**src/rtl/answer_keypad_encoder.sv**
```systemverilog
// rtl/answer_keypad_encoder.sv - 9-button answer pad: synchronise, debounce, one-hot pulse, key code, multi-press flag (optional KEYPAD_LAST_KEY_EN adds last_key)
module answer_keypad_encoder #(
   parameter int DEBOUNCE_CYCLES = 16,
   parameter int CNT_W           = 5
) (
   input  logic       clk,
   input  logic       rst_n,
   input  logic [8:0] btn,
   output logic [8:0] joy_out,
   output logic [3:0] key_code,
   output logic       multi_err,
`ifdef KEYPAD_LAST_KEY_EN
   output logic       busy,
   output logic [3:0] last_key
`else
   output logic       busy
`endif
);

   typedef enum logic [1:0] {
      IDLE         = 2'd0,
      DEBOUNCE     = 2'd1,
      FIRE         = 2'd2,
      WAIT_RELEASE = 2'd3
   } state_t;

   localparam logic [CNT_W-1:0] CNT_ZERO = '0;
   localparam logic [CNT_W-1:0] CNT_ONE  = CNT_W'(1);
   localparam logic [CNT_W-1:0] CNT_LAST = CNT_W'(DEBOUNCE_CYCLES - 1);

   logic [8:0]       sync1_q, sync2_q;
   logic [8:0]       s;
   state_t           state_q, state_d;
   logic [8:0]       pat_q, pat_d;
   logic [CNT_W-1:0] cnt_q, cnt_d;
   logic [8:0]       joy_q, joy_d;
   logic [3:0]       code_q, code_d;
   logic             err_q, err_d;
   logic             busy_q, busy_d;
   logic             pat_onehot;
   logic [3:0]       pat_code;

   assign s = sync2_q;

   // Two-stage synchroniser for the asynchronous button inputs
   always_ff @(posedge clk or negedge rst_n) begin
      if (!rst_n) begin
         sync1_q <= '0;
         sync2_q <= '0;
      end else begin
         sync1_q <= btn;
         sync2_q <= sync1_q;
      end
   end

   // State, pattern, counter and registered output flops
   always_ff @(posedge clk or negedge rst_n) begin
      if (!rst_n) begin
         state_q <= IDLE;
         pat_q   <= '0;
         cnt_q   <= '0;
         joy_q   <= '0;
         code_q  <= '0;
         err_q   <= 1'b0;
         busy_q  <= 1'b0;
      end else begin
         state_q <= state_d;
         pat_q   <= pat_d;
         cnt_q   <= cnt_d;
         joy_q   <= joy_d;
         code_q  <= code_d;
         err_q   <= err_d;
         busy_q  <= busy_d;
      end
   end

   // Next-state logic: debounce the press, fire once, then debounce the release
   always_comb begin
      state_d = state_q;
      pat_d   = pat_q;
      cnt_d   = cnt_q;
      unique case (state_q)
         IDLE: begin
            if (s != '0) begin
               pat_d   = s;
               cnt_d   = CNT_ONE;
               state_d = DEBOUNCE;
            end
         end
         DEBOUNCE: begin
            if (s == '0) begin
               cnt_d   = CNT_ZERO;
               state_d = IDLE;
            end else if (s != pat_q) begin
               pat_d = s;
               cnt_d = CNT_ONE;
            end else if (cnt_q == CNT_LAST) begin
               state_d = FIRE;
            end else begin
               cnt_d = cnt_q + CNT_ONE;
            end
         end
         FIRE: begin
            cnt_d   = CNT_ZERO;
            state_d = WAIT_RELEASE;
         end
         WAIT_RELEASE: begin
            if (s != '0) begin
               cnt_d = CNT_ZERO;
            end else if (cnt_q == CNT_LAST) begin
               state_d = IDLE;
            end else begin
               cnt_d = cnt_q + CNT_ONE;
            end
         end
         default: begin
            state_d = IDLE;
         end
      endcase
   end

   // Pattern classification: one-hot test and 1-based key number
   always_comb begin
      pat_onehot = (pat_d != '0) && ((pat_d & (pat_d - 9'd1)) == '0);
      pat_code   = 4'd0;
      for (int i = 0; i < 9; i++) begin
         if (pat_d[i]) begin
            pat_code = 4'(i + 1);
         end
      end
   end

   // Output decode from the upcoming state so outputs are registered yet aligned with FIRE
   always_comb begin
      joy_d  = '0;
      code_d = 4'd0;
      err_d  = 1'b0;
      busy_d = (state_d != IDLE);
      if (state_d == FIRE) begin
         if (pat_onehot) begin
            joy_d  = pat_d;
            code_d = pat_code;
         end else begin
            err_d = 1'b1;
         end
      end
   end

   assign joy_out   = joy_q;
   assign key_code  = code_q;
   assign multi_err = err_q;
   assign busy      = busy_q;

`ifdef KEYPAD_LAST_KEY_EN
   logic [3:0] last_key_q, last_key_d;

   // Hold the last legal answer for continuous display
   always_comb begin
      last_key_d = last_key_q;
      if ((state_d == FIRE) && pat_onehot) begin
         last_key_d = pat_code;
      end
   end

   // Last-key display register
   always_ff @(posedge clk or negedge rst_n) begin
      if (!rst_n) begin
         last_key_q <= 4'd0;
      end else begin
         last_key_q <= last_key_d;
      end
   end

   assign last_key = last_key_q;
`endif

endmodule
```
**config.mk**
```make
export PLATFORM = sky130hd
export DESIGN_NAME = answer_keypad_encoder
export DESIGN_NICKNAME = d
export VERILOG_FILES = /design/src/rtl/answer_keypad_encoder.sv
export SDC_FILE = /design/constraint.sdc
export NUM_CORES = 1
export LEC_CHECK = 0
export ABC_AREA = 0
export BUFFER_PORTS_ARGS = -buffer_cell sky130_fd_sc_hd__buf_2
export CAP_MARGIN = 20
export CORE_MARGIN = 2
export CORE_UTILIZATION = 50
export CTS_CLUSTER_SIZE = 24
export DETAILED_ROUTE_END_ITERATION = 8
export HOLD_SLACK_MARGIN = 0.05
export PLACE_DENSITY = 0.8
export SKIP_CTS_REPAIR_TIMING = 1
export SLEW_MARGIN = 15
export SYNTH_ARGS = -nofsm -noshare
export SYNTH_HDL_FRONTEND = slang
export SYNTH_SLANG_ARGS = --single-unit
```
**constraint.sdc**
```tcl
create_clock -name clk -period 4.1 [get_ports clk]
set_input_delay 0.41 -clock clk [delete_from_list [all_inputs] [get_ports clk]]
set_output_delay 0.41 -clock clk [all_outputs]
set_load 0.05 [all_outputs]
```
Word level (Yosys, flattened, before mapping)
Index checks and enable logic that the tools add are counted.
{"block": "word_totals", "mem_bits_ro": 0, "input_bits": 11, "reg_bits": 49, "mem_count": 0, "latch_bits": 0, "elab_cells": 58, "ram_bits": 0, "output_inout_bits": 15}
{"block": "op_classes", "n_eq_ne": 7, "shifts": 0, "n_reduce_logical": 7, "bitwise": 1, "n_mul": 0, "mux": 32, "div": 0, "n_lt_le_gt_ge": 0, "add_sub_neg": 2}
{"op": "$mux W9", "count": 5}
{"op": "$mux W4", "count": 8}
{"op": "$mux W5", "count": 5}
{"op": "$pmux W5 S4", "count": 1}
{"op": "$logic_not A9 Y1", "count": 2}
{"op": "$pmux W9 S2", "count": 1}
{"op": "$reduce_bool A9 Y1", "count": 2}
{"op": "$mux W2", "count": 8}
{"op": "$and A9 B9 Y9", "count": 1}
{"op": "$ne A9 B9 Y1", "count": 1}
{"op": "$sub A9 B1 Y9 const B", "count": 1}
{"op": "$pmux W2 S4", "count": 1}
{"op": "$eq A2 B2 Y1 const B", "count": 3}
{"op": "$add A5 B1 Y5 const B", "count": 1}
{"op": "$eq A5 B4 Y1 const B", "count": 1}
{"op": "$mux W1", "count": 3}
{"op": "$eq A2 B1 Y1 const B", "count": 1}
{"op": "$logic_not A2 Y1", "count": 1}
{"op": "$ne A2 B2 Y1 const B", "count": 1}
{"op": "$reduce_bool A2 Y1", "count": 1}
{"op": "$logic_and A1 B1 Y1", "count": 1}

Depth between registers and ports, before layout
{"block": "logic_depth", "ltp_word": 15, "depth_mapped": 11, "ltp_nobuf": 9}

Least setup slack after synthesis
No wires, ideal clock.
{"block": "synth_path", "path_kind": "register -> register", "start": "reg sync2_q[3] (netlist: s[3])", "end": "reg code_q[0] (netlist: key_code[0])", "n_path_buf": 1, "setup_ps": 147, "path_slack_ps": 1559, "synth_period_minus_slack_ps": 2541, "arrival_time_ps": 2394, "path_stages_with_launch": 10, "t_required_ps": 3953, "path_cell_list": "dfrtp_1 -> xnor2_1 -> and4_4 -> a41oi_4 -> a211oi_4 -> o21ai_2 -> o21ba_1 -> o311ai_2 -> buf_6 -> a21oi_1"}
{"block": "synth_via", "elab_chain_len": 15, "word_cells_on_any_way": 29, "cone_classes": "1 x add/sub; 2 x eq/ne; 20 x mux; 1 x bitwise; 5 x reduce/logical"}
{"element": "start, declared", "line_no": "31", "rtl": "logic [8:0] sync1_q, sync2_q;"}
{"element": "start signal, assigned", "line_no": "52", "rtl": "sync2_q <= sync1_q;"}
{"element": "parallel branches: the longest is 14 deep, another holds $sub A9 B1 Y9"}
{"element": "$mux W4 (*)", "line_no": "139", "rtl": "if (state_d == FIRE) begin"}
{"element": "net code_d[0]", "line_no": "37", "rtl": "logic [3:0] code_q, code_d;"}
{"element": "end signal, assigned", "line_no": "71", "rtl": "code_q <= code_d;"}
{"element": "end, declared", "line_no": "37"}
Mark *: on every way through the listed nets, which the timed path passes.
A chain may end at the register's enable or synchronous reset.

Final worst setup path
{"block": "layout_path", "start": "reg sync2_q[3] (netlist: s[3])", "end": "reg joy_q[8] (netlist: joy_out[8])"}
{"block": "layout_via", "elab_chain_len": 10, "word_cells_on_any_way": 20, "cone_classes": "1 x add/sub; 2 x eq/ne; 11 x mux; 1 x bitwise; 5 x reduce/logical"}
{"element": "$ne A9 B9 Y1", "line_no": "94", "rtl": "end else if (s != pat_q) begin"}
{"element": "$mux W9", "line_no": "94"}
{"element": "$mux W9", "line_no": "91", "rtl": "if (s == '0) begin"}
{"element": "$pmux W9 S2", "line_no": "82", "rtl": "unique case (state_q)"}
{"element": "$sub A9 B1 Y9", "line_no": "124", "rtl": "pat_onehot = (pat_d != '0) && ((pat_d & (pat_d - 9'd1)) == '0);"}
{"element": "$and A9 B9 Y9", "line_no": "124"}
{"element": "$logic_not A9 Y1", "line_no": "124"}
{"element": "$logic_and A1 B1 Y1", "line_no": "124"}
{"element": "$mux W9", "line_no": "140", "rtl": "if (pat_onehot) begin"}
{"element": "$mux W9 (*)", "line_no": "139"}
{"element": "net joy_d[8]", "line_no": "36", "rtl": "logic [8:0] joy_q, joy_d;"}
{"element": "end signal, assigned", "line_no": "70", "rtl": "joy_q <= joy_d;"}
{"element": "end, declared", "line_no": "36"}
The timed path passes the listed nets; every way through them passes the cells marked *.

==> key figures <==
Synthesis
  – Post-synth net total: 214
  – Synth Register Bits: 49
  – Mux contribution to synthesized area: 0.00443
  – Ys flop type: dfrtp_1
  – Yosys warning total: 0
  – Post-synth ARST share: 1.00
  – Post-Syn Area: 0.00226 mm^2
  – Largest family of logic cells by synthesized area: compound AO/OA/AOI/OAI gates
  – Simple-gate share of the synthesized area: 0.180
  – Synth Area in Compound Gates: 0.189
  – Xor/xnor share of the synthesized area: 0.0388
  – Post-synthesis sequential area ratio: 0.543
  – Post-synth EDFFs: 0
  – Cells after Synth: 202
  – Syn_area_per_cell: 11.2 um^2
  – Post-Synth Adder-Cell Area: 0.0144
  – Distinct cell type count after synthesis: 53

Clock network
  – Clock Pin Slew Worst Setup and Hold Paths: 0.08 ns
  – Clock root buffer master: clkbuf_8
  – Clk sinks: 49
  – TritonCTS buffer count: 5
  – CTS Buffer Depth: 2
  – CTS tree: done
  – Clk_lat worst skew: 0.30 ns
  – CTS H-tree lvls: 2

Timing
  – Crit path time final: 3.00 ns
  – Period utilization: 0.731
  – Slew HR: 0.466
  – Slew Viols, Final: 0
  – RSZ-0062 raised after global routing: false
  – Post-route setup TNS: 0 ns
  – Final-report hold violation count: 0
  – Clock skew: 0.00538 ns
  – Max Clk Rate: 0.334 GHz
  – Final setup violating endpoints: 0
  – Actual slew at the worst max-slew pin: 0.793 ns
  – Final setup margin: 1.10 ns

Route
  – Drt drc: 0
  – WL/cell: 16.2 um
  – Final wirelength: 4610 um
  – Initial DRT Pass Iterations: 4
  – Vias per cell: 5.87
  – DR iter-0 viols: 164
  – DRT antenna net count: 0
  – Via Count: 1668

Critical path
  – Crit Path Class: flip-flop to flip-flop
  – Critical path's largest stage delay: 0.48 ns
  – R2R Setup Slk: 1.10 ns
  – CP max-delay cell: dfrtp_1
  – Maximum fanout along the worst path: 11
  – R2r startpoint: s[3]$_DFF_PN0_
  – Worst setup path startpoint: s[3]$_DFF_PN0_
  – Endpoint of the lowest-slack register-to-register path: joy_out[8]$_DFF_PN0_
  – Cell chain of the critical path: xnor2_1, and4_4, a41oi_4, a211oi_4, o21ai_2, o21ba_1, o311ai_2, buf_4, nor2_1
  – Critical Path AT: 3.14 ns
  – Crit end category: flip-flop
  – Startpoint types: flip-flop
  – R2R cell count: 9
  – CP required: 4.25 ns
  – CP Capture Point: joy_out[8]$_DFF_PN0_

Final layout
  – Area grow syn2layout: 11.3%
  – Final instance area: 0.00251 mm^2
  – Final Core Density: 0.577
  – NumNets Final: 243
  – Layout cells sized above 1: 0.233
  – Ant. Diodes: 0
  – Commonest non-fill, non-tap cell in the layout: dfrtp_1
  – Fillers: 361
  – Commonest non-fill, non-tap cells in the layout: dfrtp_1 (49), buf_2 (24), nand2_1 (15)
  – FF/Latch Area: 0.00123 mm^2
  – Multi-input gate area: 963 um^2

Global routing
  – Met3 usage: 0.0513
  – Gr usage total: 0.196
  – First-pass GRT wire length: 7560 um
  – Grt met2 use: 0.299
  – Number of global-route vias before repair: 1673
  – M1 GR Usage: 0.262
  – Pin count of the biggest net entering global routing: 50
  – Grt peak-use layer: met2
  – Grt total ovfl: 0
  – Initial antenna violation count: 0

Placed design
  – Pre-CTS setup slack: 1.16 ns
  – Post-DP HPWL: 3450 um
  – Count of input and output buffers: 25
  – Routability cong.: 0.922
  – Area after DPL: 0.00242 mm^2

Power and ir drop
  – Pwr per Cell Area: 336 mW/mm^2
  – Max VDD drop: 223 uV
  – Leakage Power: 1.10 nW

Floorplan
  – Boundary Pins: 26
  – Die area: 0.00507 mm^2
  – Die width: 71.2 um
  – Initial Utilization: 0.518
  – Area of the core: 0.00435 mm^2
  – Die height: 71.2 um
  – Core Rows: 24

Flow run
  – Max Cap Viol: 0

Run status
  – Status: finished, final reports clean

Hold path
  – HP Class: input pin to async pin
worst max-delay path, delay by kind of cell (launching register included):
kind	cells	cell delay [ns]
AO/OA/AOI/OAI	5	1.41
flip-flops	1	0.48
AND/OR/NAND/NOR	2	0.37
XOR/XNOR	1	0.31
buffers and inverters	1	0.26
sequential cells by signal, summed over array words and instances (netlist names):
signal / cells
pat_q: 9
cnt_q: 5
state_q: 2
key_code: 4
multi_err: 1
busy: 1
joy_out: 9
sync1_q: 9
s: 9
cells by family (layout without fill, tap and decap cells):
group	count (synthesis)	after routing
and+or+nand+nor	72	72
AOI/OAI and AO/OA	53	53
DFF	49	49
buffers and inverters	14	44
xor gates and xnor gates	10	10
adders and majority gates	3	3
muxes	1	1
per-layer routing:
metal / wire [um] / vias to the layer above / part of all wire
li1: - / 796 / -
met1: 2030 / 787 / 0.44
met2: 2110 / 74 / 0.46
met3: 360 / 11 / 0.078
met4: 99 / 0 / 0.021
met5: 0 / - / 0
where the power goes:
| part | internal [mW] | leakage [nW] | switching (mW) |
|---|---|---|---|
| combinational | 0.0246 | 0.459 | 0.0396 |
| clock | 0.121 | 0.0385 | 0.147 |
| sequential | 0.497 | 0.606 | 0.0169 |
synthesized netlist by cell type, drive strengths merged (2+ instances only):
| master | count | area (um^2) |
|---|---|---|
| dfrtp | 49 | 1230 |
| nand2 | 16 | 62.6 |
| o21ai | 13 | 72.6 |
| nor2 | 12 | 52.6 |
| nand3 | 11 | 55.1 |
| inv | 10 | 37.5 |
| xnor2 | 10 | 87.6 |
| a21oi | 9 | 48.8 |
| nor4 | 8 | 62.6 |
| a211oi | 5 | 55.1 |
| or3 | 5 | 31.3 |
| a31oi | 4 | 31.3 |
| a22o | 3 | 26.3 |
| and2 | 3 | 21.3 |
| nand4 | 3 | 18.8 |
| a21bo | 2 | 20.0 |
| a21boi | 2 | 15.0 |
| a22oi | 2 | 15.0 |
| a32oi | 2 | 17.5 |
| and2b | 2 | 15.0 |
| and3 | 2 | 12.5 |
| and4 | 2 | 22.5 |
| buf | 2 | 22.5 |
| clkbuf | 2 | 7.51 |
| maj3 | 2 | 20.0 |
| nor3 | 2 | 10.0 |
| o31ai | 2 | 20.0 |
| or2 | 2 | 12.5 |
| or4 | 2 | 15.0 |
layout make-up:
class                      instances  area share
inverter                          10      0.0149
clock buffer                       7      0.0304
timing repair buffer              26      0.0538
clock inverter                     1     0.00299
multi-input combinational        139       0.384
sequential                        49       0.488
tap                               52      0.0259
through the flow:
stage / instances / power [mW] / hold slack, ns
2_1_floorplan: 202 / 0.559 / 0.114
3_3_place_gp: 276 / 0.586 / 0.332
3_5_place_dp: 276 / 0.587 / 0.336
4_1_cts: 284 / 0.856 / 0.200
5_1_grt: 284 / 0.884 / 0.159
6_report: 284 / 0.845 / 0.107
worst min-delay path by stage:
stage,startpoint,end,slack (ns),depth (start not counted)
after floorplan,rst_n,busy$_DFF_PN0_,0.11,0
after global placement,sync1_q[2]$_DFF_PN0_,s[2]$_DFF_PN0_,0.33,0
after detailed placement,sync1_q[0]$_DFF_PN0_,s[0]$_DFF_PN0_,0.34,0
after CTS,btn[4],sync1_q[4]$_DFF_PN0_,0.20,1
after global routing,rst_n,cnt_q[1]$_DFFE_PN0P_,0.16,1
final,rst_n,sync1_q[8]$_DFF_PN0_,0.11,1
No activity file was read; power rests on OpenSTA's default activity.
